**src/rtl/fb_pkg.sv**
```systemverilog
// Shared framebuffer constants, opcodes, FSM state encoding and the parsed-command record.
package fb_pkg;

  localparam int FB_PAGES = 8;
  localparam int FB_COLS  = 128;

  localparam logic [7:0] OP_NOP        = 8'h00;
  localparam logic [7:0] OP_CLEAR      = 8'h01;
  localparam logic [7:0] OP_SET_CURSOR = 8'h02;
  localparam logic [7:0] OP_RUN        = 8'h03;

  typedef enum logic [2:0] {
    ST_CMD,
    ST_ARG1,
    ST_ARG2,
    ST_FILL,
    ST_CLEAR
  } fb_state_e;

  typedef struct packed {
    logic [7:0] op;
    logic [7:0] arg1;
    logic [7:0] arg2;
  } fb_cmd_t;

endpackage

```
**src/rtl/fb_cmd_arbiter_if.sv**
```systemverilog
// Single-port framebuffer RAM bus; the arbiter is the master, the RAM the slave.
interface fb_cmd_arbiter_if #(
  parameter int ADDR_W = 10
);
  logic [ADDR_W-1:0] fb_addr;
  logic [7:0]        fb_wdata;
  logic              fb_we;
  logic [7:0]        fb_rdata;

  modport master (output fb_addr, output fb_wdata, output fb_we, input fb_rdata);
  modport slave  (input fb_addr, input fb_wdata, input fb_we, output fb_rdata);
endinterface

```
**src/rtl/fb_cmd_parser.sv**
```systemverilog
// UART byte parser: 1-entry pending buffer plus CMD/ARG1/ARG2 decode, emitting a one-cycle
// command strobe. Define FB_OVERRUN_CNT_EN to build the saturating dropped-byte counter.
import fb_pkg::*;

module fb_cmd_parser (
  input  logic       clk,
  input  logic       rst,
  input  logic       uart_received,
  input  logic [7:0] uart_rx_byte,
  input  logic       hold,
  output logic       cmd_valid,
  output fb_cmd_t    cmd,
  output logic       overrun,
  output logic [7:0] overrun_count
);
  fb_state_e  state, state_nx;
  logic       pend_valid;
  logic [7:0] pend_byte;
  logic [7:0] op_q, arg1_q;
  logic       take, drop;

  assign take = pend_valid && !hold;
  assign drop = uart_received && pend_valid;

  always_ff @(posedge clk) begin
    if (rst) begin
      state      <= ST_CMD;
      pend_valid <= 1'b0;
      pend_byte  <= '0;
      op_q       <= '0;
      arg1_q     <= '0;
      overrun    <= 1'b0;
    end else begin
      state <= state_nx;
      if (take) pend_valid <= 1'b0;
      if (uart_received && !pend_valid) begin
        pend_valid <= 1'b1;
        pend_byte  <= uart_rx_byte;
      end
      if (drop) overrun <= 1'b1;
      if (take && state == ST_CMD) op_q <= pend_byte;
      if (take && state == ST_ARG1) arg1_q <= pend_byte;
    end
  end

  // The strobe is combinational so the top enters FILL/CLEAR on the same edge the last byte is consumed.
  always_comb begin
    state_nx  = state;
    cmd_valid = 1'b0;
    cmd       = '{op: op_q, arg1: arg1_q, arg2: pend_byte};
    if (take) begin
      case (state)
        ST_CMD: begin
          case (pend_byte)
            OP_NOP: state_nx = ST_CMD;
            OP_CLEAR: begin
              cmd_valid = 1'b1;
              cmd.op    = pend_byte;
            end
            OP_SET_CURSOR, OP_RUN: state_nx = ST_ARG1;
            default: state_nx = ST_CMD;
          endcase
        end
        ST_ARG1: state_nx = ST_ARG2;
        ST_ARG2: begin
          cmd_valid = 1'b1;
          state_nx  = ST_CMD;
        end
        default: state_nx = ST_CMD;
      endcase
    end
  end

`ifdef FB_OVERRUN_CNT_EN
  logic [7:0] ovr_cnt;

  always_ff @(posedge clk) begin
    if (rst) ovr_cnt <= '0;
    else if (drop && ovr_cnt != '1) ovr_cnt <= ovr_cnt + 8'd1;
  end

  assign overrun_count = ovr_cnt;
`else
  assign overrun_count = '0;
`endif

endmodule

```
**src/rtl/fb_cmd_arbiter.sv**
```systemverilog
// Framebuffer command arbiter: FILL/CLEAR write sequencing with strict display-read priority
// on the RAM port. Define FB_OVERRUN_CNT_EN to build the dropped-byte counter.
import fb_pkg::*;

module fb_cmd_arbiter #(
  parameter int FB_SIZE = 1024,
  parameter int ADDR_W  = 10
) (
  input  logic             clk,
  input  logic             rst,
  input  logic             uart_received,
  input  logic [7:0]       uart_rx_byte,
  input  logic             d_frame_start,
  input  logic             d_read,
  output logic [7:0]       d_data,
  output logic             d_data_ready,
  fb_cmd_arbiter_if.master ram,
  output logic             busy,
  output logic             overrun,
  output logic [7:0]       overrun_count
);
  fb_state_e         state, state_nx;
  logic [ADDR_W-1:0] cursor, cursor_nx, read_ptr, rd_addr;
  logic [7:0]        fill_left, fill_left_nx, fill_val, fill_val_nx;
  logic              cmd_valid, rd_q, wr_go;
  fb_cmd_t           cmd;

  fb_cmd_parser u_parser (
    .clk           (clk),
    .rst           (rst),
    .uart_received (uart_received),
    .uart_rx_byte  (uart_rx_byte),
    .hold          (busy),
    .cmd_valid     (cmd_valid),
    .cmd           (cmd),
    .overrun       (overrun),
    .overrun_count (overrun_count)
  );

  assign busy = (state == ST_FILL) || (state == ST_CLEAR);

  always_ff @(posedge clk) begin
    if (rst) begin
      state        <= ST_CMD;
      cursor       <= '0;
      fill_left    <= '0;
      fill_val     <= '0;
      read_ptr     <= '0;
      rd_q         <= 1'b0;
      d_data_ready <= 1'b0;
      d_data       <= '0;
    end else begin
      state        <= state_nx;
      cursor       <= cursor_nx;
      fill_left    <= fill_left_nx;
      fill_val     <= fill_val_nx;
      rd_q         <= d_read;
      d_data_ready <= rd_q;
      if (rd_q) d_data <= ram.fb_rdata;
      if (d_read) read_ptr <= rd_addr + 1'b1;
      else if (d_frame_start) read_ptr <= '0;
    end
  end

  // CLEAR walks the cursor itself from 0; its final increment wraps it back to 0.
  always_comb begin
    state_nx     = state;
    cursor_nx    = cursor;
    fill_left_nx = fill_left;
    fill_val_nx  = fill_val;
    rd_addr      = d_frame_start ? '0 : read_ptr;
    wr_go        = 1'b0;
    ram.fb_addr  = '0;
    ram.fb_we    = 1'b0;
    ram.fb_wdata = '0;

    if (!rst) begin
      if (d_read) begin
        ram.fb_addr = rd_addr;
      end else if (busy) begin
        wr_go        = 1'b1;
        ram.fb_addr  = cursor;
        ram.fb_we    = 1'b1;
        ram.fb_wdata = (state == ST_FILL) ? fill_val : '0;
      end
    end

    case (state)
      ST_FILL: begin
        if (wr_go) begin
          cursor_nx    = cursor + 1'b1;
          fill_left_nx = fill_left - 8'd1;
          if (fill_left == 8'd1) state_nx = ST_CMD;
        end
      end
      ST_CLEAR: begin
        if (wr_go) begin
          cursor_nx = cursor + 1'b1;
          if (cursor == ADDR_W'(FB_SIZE - 1)) state_nx = ST_CMD;
        end
      end
      default: begin
        if (cmd_valid) begin
          case (cmd.op)
            OP_CLEAR: begin
              state_nx  = ST_CLEAR;
              cursor_nx = '0;
            end
            OP_SET_CURSOR: begin
              cursor_nx = ADDR_W'((int'(cmd.arg1) % FB_PAGES) * FB_COLS
                                  + (int'(cmd.arg2) % FB_COLS));
            end
            OP_RUN: begin
              if (cmd.arg1 != 8'd0) begin
                state_nx     = ST_FILL;
                fill_left_nx = cmd.arg1;
                fill_val_nx  = cmd.arg2;
              end
            end
            default: state_nx = ST_CMD;
          endcase
        end
      end
    endcase
  end

endmodule

```
**src/flat_wrapper.sv**
```systemverilog
// flat-port wrapper written by rule: the top's interface ports become plain ports
module fb_cmd_arbiter_flat 
#(
  parameter int FB_SIZE = 1024,
  parameter int ADDR_W  = 10
)
  (clk, rst, uart_received, uart_rx_byte, d_frame_start, d_read, d_data, d_data_ready, busy, overrun, overrun_count, ram_fb_addr, ram_fb_wdata, ram_fb_we, ram_fb_rdata);
  fb_cmd_arbiter_if #(.ADDR_W(ADDR_W)) ram_i ();
  input  logic clk;
  input  logic rst;
  input  logic uart_received;
  input  logic [7:0] uart_rx_byte;
  input  logic d_frame_start;
  input  logic d_read;
  output logic [7:0] d_data;
  output logic d_data_ready;
  output logic busy;
  output logic overrun;
  output logic [7:0] overrun_count;
  output wire logic [$bits(ram_i.fb_addr)-1:0] ram_fb_addr;
  output wire logic [$bits(ram_i.fb_wdata)-1:0] ram_fb_wdata;
  output wire logic [$bits(ram_i.fb_we)-1:0] ram_fb_we;
  input wire logic [$bits(ram_i.fb_rdata)-1:0] ram_fb_rdata;
  assign ram_fb_addr = ram_i.fb_addr;
  assign ram_fb_wdata = ram_i.fb_wdata;
  assign ram_fb_we = ram_i.fb_we;
  assign ram_i.fb_rdata = ram_fb_rdata;
  fb_cmd_arbiter #(.FB_SIZE(FB_SIZE), .ADDR_W(ADDR_W)) u_core (.clk(clk), .rst(rst), .uart_received(uart_received), .uart_rx_byte(uart_rx_byte), .d_frame_start(d_frame_start), .d_read(d_read), .d_data(d_data), .d_data_ready(d_data_ready), .ram(ram_i), .busy(busy), .overrun(overrun), .overrun_count(overrun_count));
endmodule
```
**config.mk**
```make
export PLATFORM = sky130hd
export DESIGN_NAME = fb_cmd_arbiter_flat
export DESIGN_NICKNAME = d
export VERILOG_FILES = /design/src/rtl/fb_pkg.sv /design/src/rtl/fb_cmd_arbiter_if.sv /design/src/rtl/fb_cmd_parser.sv /design/src/rtl/fb_cmd_arbiter.sv /design/src/flat_wrapper.sv
export SDC_FILE = /design/constraint.sdc
export NUM_CORES = 1
export LEC_CHECK = 0
export CAP_MARGIN = 20
export CORE_UTILIZATION = 58
export DETAILED_ROUTE_END_ITERATION = 8
export PLACE_DENSITY = 0.89
export SETUP_SLACK_MARGIN = 0.3
export SYNTH_ARGS = -nofsm -noshare
export SYNTH_HDL_FRONTEND = slang
export SYNTH_HIERARCHICAL = 1
export SYNTH_SLANG_ARGS = --single-unit
```
**constraint.sdc**
```tcl
create_clock -name clk -period 8.5 [get_ports clk]
set_clock_uncertainty 0.2 [all_clocks]
set_input_delay 1.7 -clock clk [delete_from_list [all_inputs] [get_ports clk]]
set_output_delay 1.7 -clock clk [all_outputs]
set_load 0.01 [all_outputs]
```
==> results of run 1 <==
-- sequential cells by signal, summed over array words and instances (netlist names) --
register	count
u_core/u_parser/pend_valid	1
u_core/d_data_ready	1
u_core/fill_val	8
u_core/u_parser/pend_byte	8
u_core/cursor	10
u_core/u_parser/arg1_q	8
u_core/rd_q	1
u_core/u_parser/state	2
u_core/fill_left	8
u_core/state	2
u_core/u_parser/overrun	1
u_core/d_data	8
u_core/read_ptr	10
u_core/u_parser/op_q	8
-- layout by cell type (no fill, tap or decap), types with 2 or more instances in the layout --
cell	n
a211o_1	2
a211oi_1	6
a21oi_1	36
a22o_1	10
a22oi_1	7
a2bb2oi_1	2
a31oi_1	2
a32o_1	3
a32oi_1	2
and2_1	16
and4_1	3
buf_4	2
bufinv_16	2
clkbuf_1	3
clkbuf_8	9
clkdlybuf4s50_1	49
conb_1	8
dfxtp_1	76
ha_1	6
inv_1	12
mux2i_1	26
nand2_1	48
nand2b_1	7
nand3_1	6
nand4_1	8
nor2_1	53
nor2b_1	8
nor3_1	13
nor3b_1	3
nor4_1	4
nor4_4	2
nor4b_1	2
o21ai_0	8
o32ai_1	4
or3_1	3
or4_4	2
xnor2_1	6
xor2_1	6
-- final cells by class --
| class | count | area (µm²) | area share [%] |
|---|---|---|---|
| multi-input combinational | 333 | 2130 | 47.3 |
| sequential | 76 | 1520 | 33.7 |
| timing repair buffer | 52 | 510 | 11.3 |
| clock buffer | 12 | 135 | 2.99 |
| tap | 77 | 96.3 | 2.13 |
| clock inverter | 4 | 73.8 | 1.63 |
| inverter | 12 | 45.0 | 0.997 |
-- tightest hold or removal path, stage by stage, from the launching register on --
cell and delay (ns):
dfxtp_1 0.31, nand2_1 0.05, a21oi_1 0.05
-- worst max path at each step --
| stage | from | to | slack, ns | cells past startpoint |
|---|---|---|---|---|
| 6_report | d_read | ram_fb_addr[1] | 2.57 | 5 |
| 2_1_floorplan | d_read | ram_fb_addr[2] | 3.53 | 5 |
| 3_3_place_gp | d_read | ram_fb_addr[2] | 2.66 | 5 |
| 4_1_cts | d_read | ram_fb_addr[1] | 2.58 | 5 |
| 5_1_grt | d_read | ram_fb_addr[1] | 2.48 | 5 |
| 3_5_place_dp | d_read | ram_fb_addr[1] | 2.59 | 5 |
-- metal layers --
layer	routed length (µm)	track usage (%)	vias to the layer above
met1	3760	33.0	1596
met3	666	5.84	12
met2	4210	42.8	154
met4	102	9.56	0
li1	-	-	1640
met5	0	0	-
-- per-stage QoR --
stage,util [%],cell area (µm²)
after floorplan,-,3910
after global placement,67.1,4310
after detailed placement,67.1,4310
after CTS,70.3,4520
after global routing,70.3,4520
final,70.3,4520
-- cells by family (layout without fill, tap and decap cells) --
group / Yosys count / in the layout / synth area share, %
and+or+nand+nor: 193 / 193 / 27.1
AOI/OAI and AO/OA: 88 / 88 / 15.8
DFF: 76 / 76 / 39.2
buffers and inverters: 46 / 80 / 6.48
muxes: 26 / 26 / 6.71
xor gates and xnor gates: 12 / 12 / 2.71
adders and majority gates: 6 / 6 / 1.93
other: 1 / 8 / 0.0966
-- power groups by stage --
stage / registers, mW / logic (mW) / clock network [mW]
finish: 0.371 / 0.0488 / 0.292
floorplan: 0.376 / 0.0345 / 0
global placement: 0.379 / 0.0471 / 0
detailed placement: 0.380 / 0.0484 / 0
CTS: 0.371 / 0.0485 / 0.297
global route: 0.372 / 0.0535 / 0.314
==> flow_metrics.tcl, run 1 <==
set metrics [dict create \
    overflow 0 \
    wl_per_cell_um 15.4 \
    dr.pass1.iters 8 \
    synth_top_area_cell "dfxtp_1" \
    die_w_um 83.8 \
    yosysTopAreaCellShare_pct 39.2 \
    worst-path-max-fanout 14 \
    vias_per_cell 6.01 \
    instances_no_fill 566 \
    critical_path_class "in -> out" \
    total_power_mw 0.712 \
    hpwl_um 6120 \
    ctsResizeCount 0 \
    synth-async-reset-ratio_pct 0 \
    fp.coreArea_mm2 0.00642 \
    r2r.worst_path.cells 11 \
    timing.rr.end "u_core/cursor[2]" \
    timing.final.crit_share_pct 69.8 \
    swShare_pct 22.7 \
    num_vias 3402 \
    avgSynthCellArea_um2 8.66 \
    path_common_cell "clkdlybuf4s50_1" \
    pwr-share-comb_pct 6.9 \
    relSlewSlack_pct 38.0 \
    ir_drop_mv 0.113 \
    finalSetupTns_ns 0 \
    r2r_setup_slack_ns 4.08 \
    place.gp.congestion 0.845 \
    synth_top_cells_by_count "76 x dfxtp_1, 53 x nor2_1, 48 x nand2_1" \
    syn_inst 448 \
    antennaDiodeCount 0 \
    critPathMaxStageDelay_ns 0.62 \
    hold_depth 2 \
    cp_top_family "buffers and inverters" \
    start_kind "primary input" \
    leakagePower_nw 1.61 \
    critPathRequiredTime_ns 6.60 \
    postCtsHoldBufs 0 \
    max_cap_viol_count 0 \
    clkPwrFrac_pct 41.0 \
    status "finished, violations left" \
    grt_max_degree 61 \
    num-fill-cells 516 \
    area_growth_pct 16.4 \
    fin_ws_ns 2.57 \
    slew_viol_final 0 \
    yosysUniqueCellTypes 59 \
    drt_iter0_drc 325 \
    cts_sinks 76 \
    grt_pass1_wl_um 14600 \
    io_pins 59 \
    crit_chain "clkdlybuf4s50_1 -> or3_2 -> inv_1 -> a22o_1 -> clkdlybuf4s50_1" \
    insertion_delay_ns 0.35 \
    powerDensity_mw_per_mm2 158 \
    grt_pass1_vias 3147 \
    fin_crit_ns 5.93 \
    hp-start "u_core/u_parser/op_q[1]" \
    worstPathArrival_ns 4.03 \
    antenna_found_initial 0 \
    p_seq_share_pct 52.2 \
    pre_cts_ws_ns 2.59 \
    whs_ns 0.251 \
    intPower_mw 0.551 \
    finalSetupViolations 0 \
    postCtsSetupBuffers 0 \
    holdPathEnd "u_core/u_parser/op_q[1]" \
    numCtsBuffers 9 \
    hold_viol_final 0 \
    postRouteAntennaNets 0 \
    cts_root_buf "clkbuf_8" \
    crit_buf_inv 3 \
    initial_utilization_pct 60.4 \
    fmax_mhz 169 \
    worst_pin_slew_ns 0.924 \
    wl_um 8730 \
    violations "design-rule violations" \
    htreeDepth 3 \
    placementRows 29 \
    cp-end-kind "output pin" \
    drcViolationCount 16 \
    drive_above_1_share_pct 6.13 \
    cts_buffer_depth 2 \
    critPathSlowestCell "or3_2" \
    portBuffers 50 \
    yosys_warnings 6 \
    cts_tree "built" \
    synth_top_flop_cell "dfxtp_1" \
    power_switching_mw 0.161 \
    post-place-cells 550 \
    dieArea_mm2 0.00702 \
    rsz0062_at_grt "false" \
    fin_nets 511 \
    synth_edf_count 0 \
    ys_ff_latch 76 \
    grt_usage_pct 25.9 \
    clk_pin_slew_ns 0.07 \
    reg2reg_from "u_core/state[1]" \
    netlist_area_mm2 0.00388 \
    hp-class "reg -> reg" \
    synth_area_leaders "dfxtp_1 39%, mux2i_1 6.7%, nor2_1 5.1%" \
    dieHeight_um 83.8 \
    yosysMostFrequentCell "dfxtp_1" \
    ys_seq_area_share_pct 39.2 \
]
Power figures use the tool's default switching activity.
==> run 2: changes to the inputs <==
CORE_UTILIZATION = 54   (was 58)
PLACE_DENSITY = 0.84   (was 0.89)
clock period = 5.7 ns   (was 8.5 ns; I/O delays follow)
==> run 2 against run 1 <==
The run now ends clean. Clock-buffer cell count fell by 2. Highest routed layer unchanged. Cell count grew 3.4%. Combinational power grew 48%.
==> flow_metrics.tcl, run 2 (synthesis results as in run 1) <==
set metrics [dict create \
    fin_crit_ns 4.78 \
    relSlewSlack_pct 36.8 \
    regArea_mm2 0.00152 \
    dr.pass1.iters 4 \
    critPathRequiredTime_ns 4.36 \
    critPathSlowestCell "or3_2" \
    placementRows 30 \
    ctsResizeCount 0 \
    hp-class "reg -> reg" \
    grt_pass1_vias 3052 \
    cts_sinks 76 \
    powerDensity_mw_per_mm2 244 \
    instances_no_fill 585 \
    hold_viol_final 0 \
    slew_viol_final 0 \
    final_cell_mix "76 x dfxtp_1, 53 x nor2_1, 49 x clkdlybuf4s50_1" \
    cts_buffer_depth 2 \
    antenna_found_initial 0 \
    num_vias 3319 \
    postCtsHoldBufs 0 \
    cts_root_buf "clkbuf_8" \
    worstPathArrival_ns 3.44 \
    rsz0062_at_grt "false" \
    worst_pin_slew_ns 0.941 \
    start_kind "primary input" \
    final_common_cell "dfxtp_1" \
    htreeDepth 3 \
    num-fill-cells 583 \
    fp.coreArea_mm2 0.00687 \
    leakagePower_nw 1.63 \
    grt_max_degree 76 \
    status "complete, no violations" \
    grt_pass1_wl_um 14100 \
    drive_above_1_share_pct 6.54 \
    whs_ns 0.253 \
    hpwl_um 5970 \
    vias_per_cell 5.67 \
    total_power_mw 1.12 \
    grt_usage_pct 24.4 \
    max_cap_viol_count 0 \
    overflow 0 \
    dieArea_mm2 0.00753 \
    portBuffers 50 \
    fin_ws_ns 0.917 \
    numCtsBuffers 9 \
    die_w_um 86.8 \
    area_growth_pct 17.8 \
    finalSetupViolations 0 \
    clk_pin_slew_ns 0.07 \
    drt_iter0_drc 259 \
    crit_chain "clkdlybuf4s50_1 -> or3_2 -> inv_1 -> a32o_1 -> clkdlybuf4s50_1" \
    postCtsSetupBuffers 0 \
    pre_cts_ws_ns 0.949 \
    timing.final.crit_share_pct 83.9 \
    critical_path_class "in -> out" \
    drcViolationCount 0 \
    postRouteAntennaNets 0 \
    post-place-cells 569 \
    fin_nets 511 \
    cts_tree "built" \
    multiInputGateArea_mm2 0.00213 \
    dieHeight_um 86.8 \
    path_common_cell "clkdlybuf4s50_1" \
    place.gp.congestion 0.867 \
    finalSetupTns_ns 0 \
    critPathMaxStageDelay_ns 0.62 \
    insertion_delay_ns 0.35 \
    worst-path-max-fanout 14 \
    wl_um 8710 \
    cp-end-kind "output pin" \
    top_regs "u_core/cursor (10), u_core/read_ptr (10)" \
    io_pins 59 \
    initial_utilization_pct 56.5 \
    wl_per_cell_um 14.9 \
    fmax_mhz 209 \
    antennaDiodeCount 0 \
    ir_drop_mv 0.157 \
]
[run 2: cell count changes in the layout (fill, tap and decap cells not counted), sizes merged]
cell,delta
bufinv,+1
clkbuf,-2
clkinv,+1
[run 2: cell type report]
cell class              instances  share of cell area [%]
flip-flops and latches         76                    33.3
inverters                      12                   0.985
multi-input cells             333                    46.7
clock buffers                  10                    2.79
clock inverters                 6                    2.46
repair buffers                 52                    11.2
well taps                      96                    2.63
[run 2: final timing paths]
kind	start	cells past startpoint	end	slack, ns
worst min-delay path	u_core/u_parser/op_q[0]	2	u_core/u_parser/op_q[0]	0.25
worst min register to register	u_core/u_parser/op_q[0]	2	u_core/u_parser/op_q[0]	0.25
worst max-delay path	d_read	5	ram_fb_addr[9]	0.92
worst max register to register	u_core/state[1]	11	u_core/cursor[3]	1.26
[run 2: per-stage QoR]
step,cell area [µm²],utilization (%)
after floorplan,3910,-
after global placement,4330,63.1
after detailed placement,4330,63.1
after CTS,4570,66.6
after global routing,4570,66.6
final,4570,66.6
[run 2: power breakdown]
part           total [mW]  internal [mW]  switching, mW
sequential          0.554          0.540         0.0135
combinational      0.0723         0.0334         0.0390
clock               0.491          0.292          0.200
[run 2: per-layer routing]
layer / vias up / part of all wire, % / track usage (%)
met1: 1563 / 45 / 29.9
met2: 107 / 47 / 40.1
met3: 17 / 6.3 / 6.10
li1: 1632 / - / -
met4: 0 / 2.3 / 11.5
met5: - / 0 / 0
[run 2: worst max-delay path: cells and delay by family]
| family | cells | cell delay [ns] |
|---|---|---|
| AO/OA/AOI/OAI | 1 | 0.21 |
| buffers and inverters | 3 | 1.47 |
| AND/OR/NAND/NOR | 1 | 0.62 |
